File: config.mk
export PLATFORM = sky130hd
export DESIGN_NAME = writeback_stage
export DESIGN_NICKNAME = d
export VERILOG_FILES = /design/src/rtl/writeback_stage_pkg.sv /design/src/rtl/writeback_stage_load_extend.sv /design/src/rtl/writeback_stage.sv
export SDC_FILE = /design/constraint.sdc
export NUM_CORES = 1
export LEC_CHECK = 0
export ABC_AREA = 1
export BUFFER_PORTS_ARGS = -buffer_cell sky130_fd_sc_hd__buf_2
export CAP_MARGIN = 40
export CORE_UTILIZATION = 45
export CTS_BUF_LIST = sky130_fd_sc_hd__clkbuf_4 sky130_fd_sc_hd__clkbuf_8
export DETAILED_ROUTE_END_ITERATION = 10
export GPL_ROUTABILITY_DRIVEN = 0
export MAX_ROUTING_LAYER = met4
export PLACE_DENSITY = 0.85
export SYNTH_ARGS = -nofsm -noshare
export SYNTH_HDL_FRONTEND = slang
export SYNTH_HIERARCHICAL = 1
export SYNTH_SLANG_ARGS = --single-unit
File: constraint.sdc
create_clock -name clk -period 0.8 [get_ports clk]
set_input_delay 0.16 -clock clk [delete_from_list [all_inputs] [get_ports clk]]
set_output_delay 0.16 -clock clk [all_outputs]
set_load 0.1 [all_outputs]
File: src/rtl/writeback_stage_pkg.sv
// Shared encodings for the MEM/WB writeback stage: result-select codes,
// load funct3 codes and the default datapath width.
package writeback_stage_pkg;

  localparam int XLEN_DEFAULT = 32;

  localparam logic [1:0] WB_ALU  = 2'b00;
  localparam logic [1:0] WB_LOAD = 2'b01;
  localparam logic [1:0] WB_PC4  = 2'b10;

  localparam logic [2:0] F3_LB  = 3'b000;
  localparam logic [2:0] F3_LH  = 3'b001;
  localparam logic [2:0] F3_LW  = 3'b010;
  localparam logic [2:0] F3_LBU = 3'b100;
  localparam logic [2:0] F3_LHU = 3'b101;

endpackage

File: src/rtl/writeback_stage_load_extend.sv
// Combinational load formatter: picks the addressed byte/half from an aligned
// memory word and sign- or zero-extends it to XLEN.
module load_extend
  import writeback_stage_pkg::*;
#(
  parameter int XLEN = XLEN_DEFAULT
) (
  input  logic [2:0]      funct3,
  input  logic [1:0]      off,
  input  logic [XLEN-1:0] raw,
  output logic [XLEN-1:0] result
);

  logic [7:0]  byte_s;
  logic [15:0] half_s;

  // Lane select; off[0] is ignored for halfwords since misalignment traps upstream.
  always_comb begin
    byte_s = raw[7:0];
    case (off)
      2'd0:    byte_s = raw[7:0];
      2'd1:    byte_s = raw[15:8];
      2'd2:    byte_s = raw[23:16];
      2'd3:    byte_s = raw[31:24];
      default: byte_s = raw[7:0];
    endcase
    if (off[1]) begin
      half_s = raw[31:16];
    end else begin
      half_s = raw[15:0];
    end
  end

  // Size/sign formatting; reserved encodings fall back to a full word.
  always_comb begin
    result = raw;
    case (funct3)
      F3_LB:   result = {{(XLEN-8){byte_s[7]}}, byte_s};
      F3_LH:   result = {{(XLEN-16){half_s[15]}}, half_s};
      F3_LBU:  result = {{(XLEN-8){1'b0}}, byte_s};
      F3_LHU:  result = {{(XLEN-16){1'b0}}, half_s};
      F3_LW:   result = raw;
      default: result = raw;
    endcase
  end

endmodule

File: src/rtl/writeback_stage.sv
// MEM/WB register and result selector driving the register-file write port.
// Define WB_INSTRET_EN to build the retired-instruction counter.
module writeback_stage
  import writeback_stage_pkg::*;
#(
  parameter int XLEN  = XLEN_DEFAULT,
  parameter int CNT_W = 64
) (
  input  logic             clk,
  input  logic             rst,
  input  logic             stall,
  input  logic             flush,
  input  logic             mem_valid,
  input  logic             mem_reg_write,
  input  logic [4:0]       mem_rd,
  input  logic [1:0]       mem_wb_sel,
  input  logic [2:0]       mem_funct3,
  input  logic [XLEN-1:0]  mem_alu_result,
  input  logic [XLEN-1:0]  mem_load_data,
  input  logic [XLEN-1:0]  mem_pc_plus4,
  output logic [4:0]       rd,
  output logic             writeEnable,
  output logic [XLEN-1:0]  writeData,
  output logic             wb_valid,
  output logic [CNT_W-1:0] instret
);

  logic [XLEN-1:0] load_ext_s;
  logic [XLEN-1:0] result_s;
  logic            valid_r;
  logic            we_r;
  logic [4:0]      rd_r;
  logic [XLEN-1:0] data_r;

  load_extend #(.XLEN(XLEN)) u_load_extend (
    .funct3 (mem_funct3),
    .off    (mem_alu_result[1:0]),
    .raw    (mem_load_data),
    .result (load_ext_s)
  );

  // Result source select; 11 aliases the ALU path.
  always_comb begin
    result_s = mem_alu_result;
    case (mem_wb_sel)
      WB_LOAD: result_s = load_ext_s;
      WB_PC4:  result_s = mem_pc_plus4;
      WB_ALU:  result_s = mem_alu_result;
      default: result_s = mem_alu_result;
    endcase
  end

  // WB register; the write strobe is precomputed so x0 writes never leave the stage.
  always_ff @(posedge clk or negedge rst) begin
    if (!rst) begin
      valid_r <= 1'b0;
      we_r    <= 1'b0;
      rd_r    <= 5'd0;
      data_r  <= {XLEN{1'b0}};
    end else if (flush) begin
      valid_r <= 1'b0;
      we_r    <= 1'b0;
    end else if (!stall) begin
      valid_r <= mem_valid;
      we_r    <= mem_valid & mem_reg_write & (mem_rd != 5'd0);
      rd_r    <= mem_rd;
      data_r  <= result_s;
    end
  end

  assign rd          = rd_r;
  assign writeEnable = we_r;
  assign writeData   = data_r;
  assign wb_valid    = valid_r;

`ifdef WB_INSTRET_EN
  logic [CNT_W-1:0] instret_r;

  // Retire counter: every instruction accepted into WB counts, wrapping naturally.
  always_ff @(posedge clk or negedge rst) begin
    if (!rst) begin
      instret_r <= {CNT_W{1'b0}};
    end else if (!flush && !stall && mem_valid) begin
      instret_r <= instret_r + {{(CNT_W-1){1'b0}}, 1'b1};
    end
  end

  assign instret = instret_r;
`else
  assign instret = {CNT_W{1'b0}};
`endif

endmodule

Word-level counts from Yosys, hierarchy flattened

Cells that the tools add are included.

Muxes and demuxes: 8
Bitwise gates (word level): 4
Reductions and logical operators: 4
Eq/ne operators: 9

Operators with widths:

| kind                                                                     | count |
|---|---|
| 32-bit case mux with 4 select lines                                      | 1 |
| 32-bit case mux with 2 select lines                                      | 1 |
| 8-bit case mux with 4 select lines                                       | 1 |
| 16-bit two-way mux                                                       | 1 |
| 2-bit equality test (second input constant)                              | 3 |
| 3-bit equality test (second input constant)                              | 2 |
| 5-bit nonzero test                                                       | 1 |
| 2-bit by 1-bit equality test with 1-bit output (second input constant)   | 2 |
| 1-bit two-way mux                                                        | 4 |
| 3-bit by 1-bit equality test with 1-bit output (second input constant)   | 1 |
| 3-bit zero test                                                          | 1 |
| 1-bit bitwise AND                                                        | 2 |
| 2-bit zero test                                                          | 1 |
| 2-bit by 1-bit inequality test with 1-bit output (second input constant) | 1 |
| 1-bit NOT                                                                | 2 |
| 2-bit AND reduction                                                      | 1 |

Register bits: 39
Word-level logic and storage cells: 29

Depth between registers and ports, before layout

Gate-level depths: netlist (run 1).

Word-level depth: 4
Mapped depth: 12
Mapped depth without buffers: 10

Modules after synthesis

The synthesis (run 1) kept the hierarchy.

Modules (own cells, without submodules):

| module          | area each (um^2) | cells each | sequential area each (um^2) | instances |
|---|---|---|---|---|
| writeback_stage | 2793.9           | 414        | 975.9                       | 1 |
| load_extend     | 762.0            | 146        | 0.0                         | 1 |

Worst setup path before layout (run 1)

Ideal clock, no wire load.

Kind: register to register
From: register, netlist name wb_valid
To: register valid_r (netlist: wb_valid)
Arrival time: 1.129 ns
Setup slack: -0.397 ns
Stages on the path, launching flop included: 3
Data required time: 0.732 ns
Buffers on the path: 0
Cell sequence: dfrtp_1 nand3_1 nand2_1

RTL lines:

| element              | line                  | source |
|---|---|---|
| to (signal assigned) | writeback_stage.sv:64 | `valid_r <= mem_valid;` |
| to (decl)            | writeback_stage.sv:30 | `logic valid_r;` |

Final worst setup path (run 1)

From: register data_r[6] (netlist: writeData[6])
To: output port writeData[6]

RTL lines:

| element                | line                  | source |
|---|---|---|
| from (decl)            | writeback_stage.sv:33 | `logic [XLEN-1:0] data_r;` |
| from (signal assigned) | writeback_stage.sv:59 | `data_r <= {XLEN{1'b0}};` |
| from (signal assigned) | writeback_stage.sv:67 | `data_r <= result_s;` |
| to (decl)              | writeback_stage.sv:23 | `output logic [XLEN-1:0] writeData,` |

No word-level cell between the ends.

==> out/summary.txt, run 1 <==
Final Max Tran Viols = 0
FMAX = 864 MHz
WL/cell = 19.2 microns
Root Driver = clkbuf_8
core area = 7690 sq um
Final Worst Setup Slack = -0.357 ns
Unique masters post-synth = 29
status = complete, but fails checks
failing checks = setup timing
share of layout cells above drive strength 1 = 54.0%
global-route wire length before repair = 21800 microns
clock skew = 0 ns
DRC Markers = 0
CP Class = reg2out
Layout area overhead = 77.2%
Final Cycle Share = 145%
Avg Cell Area, Syn = 6.35 sq um
Die W = 90.9 microns
post-synth top area share = 27.4%
CP arrival = 1.00 ns
Starting Density = 46.3%
Final Hold Fails = 0
Nets = 863
CTS tree = done
Vert. Die Dim = 90.9 microns
warning count from the yosys run = 6
largest net degree at the start of global routing = 40
Post-DP Area = 5080 sq um
crit-path cells = buf_12
Post-Syn Area = 3560 sq um
vias in the first global route = 4370
CP top delay family = flip-flops
CP max stage cell = dfrtp_4
initial antenna violation count = 1
grt ovf = 0
Leak = 3.31 nW
most frequent cells in the layout = 198 x nand2_1, 106 x buf_2, 64 x conb_1
antenna viol nets, final = 0
Seq/Total Area, Yosys = 27.4%
final setup fails = 73
Worst Hold Class = in2reg
max cap viols = 0
final WL = 16400 microns
Tmin final = 1.16 ns
FF+latch count, synth = 39
Critical Path Fanout Max = 2
Bufs on Longest Clock Path = 2
H-tree levels = 2
first-pass iteration count of the detailed router = 5
die area = 8260 sq um
worst stage delay on the critical path = 0.51 ns
final instance area = 6300 sq um
RSZ-0062 raised after global routing = yes
pre-CTS setup slack = -0.700 ns
Startpoint Class = flip-flop
io pins = 215
hpwl dp = 8880 microns
Clk pin slew, worst setup/hold paths = 0.10 ns
Port Buf Inserts = 150
Max rail drop VDD = 0.00123 V
via count = 4823
total power = 12.2 mW
hold slack = 0.0775 ns
WP buf/inv = 1
clk sink count = 39
post-layout util = 82.0%
1st-iter DRT viols = 445
Tot GR Track Use = 34.4%
worst skew pair latency = 0.30 ns
CP endpoint kind = output port
Syn Inst Count = 560
Reg area = 1120 sq um
CTS Buf Count = 5
commonest non-fill, non-tap cell in the layout = nand2_1
power per cell area = 1940 nW/um^2
Via density = 5.65
row cnt = 32
Multi-input gate area = 2600 sq um
top post-synthesis cells by area = dfrtp_1 27%, nand2_1 26%, buf_4 15%, nand3_1 12%, inv_1 4.9%
largest area contributor in the netlist = dfrtp_1
Req. time, crit path = 0.64 ns
Fillers = 428
## stage by stage
| stage | std cells | TNS (ns) |
|---|---|---|
| 4_1_cts | 845 | -17.17 |
| 3_5_place_dp | 814 | -20.40 |
| 6_report | 853 | -19.93 |
| 2_1_floorplan | 623 | -10.56 |
| 5_1_grt | 853 | -21.68 |
| 3_3_place_gp | 814 | -18.32 |
## cell usage after synthesis, drive strengths merged
cell and number:
a21boi 1, a21oi 14, a22oi 7, and2 1, buf 92, clkbuf 2, conb 1, dfrtp 39
ha 2, inv 51, nand2 245, nand3 87, nand3b 1, nand4 1, nor2 14, o211ai 1
o21ai 1
## area by class of cell
class,count,area share [%]
Multi-Input combinational cell,442,41.3
Tap cell,102,2.03
Inverter,51,3.59
Clock inverter,3,0.695
Sequential cell,39,17.8
Antenna cell,1,0.0397
Clock buffer,5,1.09
Timing Repair Buffer,210,33.5
## repair_timing
item,in CTS,in global routing
hold endpoints to repair,39,0
setup buffers,14,11
pin swaps,53,73
setup endpoints to repair,71,73
gates cloned,8,0
gates resized for setup,89,100
hold buffers,1,0
## power by group
part           switching (mW)  leakage [nW]  internal [mW]
sequential              0.376         0.439           2.48
clock                   0.813        0.0581          0.931
combinational            5.29          2.82           2.34
## logic make-up (layout without fill, tap and decap cells)
kind of cell             count (synthesis)  after routing  share of synthesized area, %
adder cells (fa/ha/maj)                  2              2                         0.704
flip-flops                              39             39                          27.4
buffers and inverters                  145            269                          25.2
AND/OR/NAND/NOR                        349            352                          42.2
AO/OA/AOI/OAI                           24             24                          4.33
other                                    1             65                         0.105
## worst paths after layout
path                                  to  cells after the start  slack (ns)          start
min in group asynchronous          rd[1]                      3        0.36            rst
min reg2reg                writeData[23]                      2        0.57  writeData[23]
max in group asynchronous   writeData[0]                      3        0.19            rst
max reg2reg                writeData[13]                      3       -0.05  writeData[13]
max                         writeData[6]                      1       -0.36   writeData[6]
min                                rd[0]                      3        0.08      mem_rd[0]
## registers in the layout, summed over array words and instances, names as in the netlist
| signal | cells |
|---|---|
| writeEnable | 1 |
| wb_valid | 1 |
| rd | 5 |
| writeData | 32 |
## routing by layer
layer | global-route usage (%) | vias to the layer above | wire length [microns]
li1 | - | 1993 | -
met1 | 39.5 | 2214 | 5380
met2 | 57.6 | 473 | 7910
met3 | 6.73 | 143 | 1810
met4 | 16.1 | 0 | 1290
met5 | - | - | 0
(Power assumes the default switching activity.)
==> run 2, diff against run 1 <==
==> constraint.sdc (replaced) <==
create_clock -name clk -period 0.8 [get_ports clk]
set_input_delay 0 -clock clk [delete_from_list [all_inputs] [get_ports clk]]
set_output_delay 0 -clock clk [all_outputs]
set_load 0.1 [all_outputs]
==> run 2 against run 1 <==
Net effect: the run ends with hold timing, setup timing left; final cell count decreased by 0.35%; critical path type unchanged; sequential power decreased by 4%; via count decreased by 5.3%; register-to-register slack about the same; sequential share of layout area decreased by 0.083 points.
==> out/summary.txt, run 2 (same netlist as run 1, synthesis figures left out) <==
status = complete, but fails checks
failing checks = hold timing, setup timing
worst stage delay on the critical path = 0.51 ns
row cnt = 32
Tmin final = 0.986 ns
Nets = 861
Clk pin slew, worst setup/hold paths = 0.09 ns
Final Cycle Share = 123%
first-pass iteration count of the detailed router = 5
Switching Fraction = 52.9%
worst skew pair latency = 0.29 ns
pre-CTS setup slack = -0.500 ns
io pins = 215
max cap viols = 0
Switch Pwr = 6.29 mW
Port Buf Inserts = 150
1st-iter DRT viols = 484
CP top delay family = flip-flops
WP buf/inv = 1
core area = 7690 sq um
Starting Density = 46.3%
power per cell area = 2000 nW/um^2
Final Worst Setup Slack = -0.186 ns
Worst Hold Class = in2reg
CP max stage cell = dfrtp_4
Leak = 3.22 nW
Fin Setup TNS = -6.03 ns
CTS tree = done
RSZ-0062 raised after global routing = yes
Bufs on Longest Clock Path = 2
Final Hold Fails = 1
share of layout cells above drive strength 1 = 47.2%
FMAX = 1010 MHz
commonest non-fill, non-tap cell in the layout = nand2_1
global-route wire length before repair = 20200 microns
clk sink count = 39
final WL = 14400 microns
clock skew = 0 ns
CP arrival = 0.99 ns
Layout area overhead = 67.3%
largest net degree at the start of global routing = 40
Final Max Tran Viols = 0
H-tree levels = 2
Via density = 5.37
CP endpoint kind = output port
grt ovf = 0
Startpoint Class = flip-flop
Comb power frac = 62.5%
vias in the first global route = 4258
hold slack = -0.000454 ns
CTS Buf Count = 5
antenna diode count = 0
Clk pwr share = 14.4%
WL/cell = 17.0 microns
Root Driver = clkbuf_8
CP Class = reg2out
number of flip-flops in the largest register = 32
Req. time, crit path = 0.80 ns
Max rail drop VDD = 0.00136 V
Flop pwr share = 23.1%
post-layout util = 77.4%
crit-path cells = buf_12
Critical Path Fanout Max = 2
DRC Markers = 0
hpwl dp = 8670 microns
die area = 8260 sq um
most frequent cells in the layout = 217 x nand2_1, 107 x buf_2, 64 x conb_1
Die W = 90.9 microns
Cell Int Power = 5.61 mW
initial antenna violation count = 0
antenna viol nets, final = 0
Tot GR Track Use = 31.9%
via count = 4568
final setup fails = 68
Vert. Die Dim = 90.9 microns
[run 2: routing by layer]
| metal | track usage, % | part of all wire, % |
|---|---|---|
| met1 | 35.1 | 34 |
| met2 | 55.1 | 51 |
| met3 | 6.06 | 9.8 |
| met4 | 16.0 | 5.5 |
| met5 | - | 0 |
[run 2: timing repair]
action / CTS / global route
endpoints found under the hold margin: 47 / 1
resized for setup: 25 / 93
endpoints found under the setup margin: 68 / 71
gates cloned: 4 / 1
hold buffers: 11 / 1
buffers inserted: 7 / 9
pin swaps: 6 / 54
[run 2: worst reg2reg max path, stage by stage (launching register included)]
cell,delay (ns)
dfrtp_4,0.50
buf_6,0.13
nand3_2,0.06
nand2_1,0.06
[run 2: cell type report]
class | instances | area [sq um]
multi-input combinational | 442 | 2390
timing repair buffer | 208 | 2040
fill | 496 | 1740
sequential | 39 | 1050
inverter | 51 | 219
tap | 102 | 128
clock buffer | 5 | 68.8
clock inverter | 3 | 43.8
[run 2: metrics by stage]
stage	cell area [sq um]	hold slack (ns)	power (mW)	std cells
after global routing	5950	0.0270	12.2	850
after CTS	5470	0.00135	11.5	839
final	5950	-0.000454	11.9	850
after detailed placement	5000	-0.0142	9.50	809
after floorplan	3920	-0.296	7.49	623
after global placement	5000	-0.0185	9.39	809
[run 2: path summary, 6_finish.rpt]
| path | startpoint | end | slack, ns | cells after the start |
|---|---|---|---|---|
| max in group asynchronous | rst | writeData[0] | 0.37 | 3 |
| hold / removal | mem_alu_result[30] | writeData[30] | -0.0005 | 5 |
| min in group asynchronous | rst | rd[0] | 0.21 | 3 |
| setup reg to reg | writeEnable | writeEnable | -0.05 | 3 |
| hold reg to reg | writeData[14] | writeData[14] | 0.53 | 2 |
| setup / recovery | writeData[18] | writeData[18] | -0.19 | 1 |
[run 2: power groups by stage]
stage                     clock, mW  combinational, mW  sequential (mW)
after floorplan                   0               2.64             4.86
after global placement            0               6.64             2.76
after detailed placement          0               6.73             2.77
after CTS                      1.74               6.99             2.74
after global routing           1.81               7.67             2.77
final                          1.72               7.43             2.75
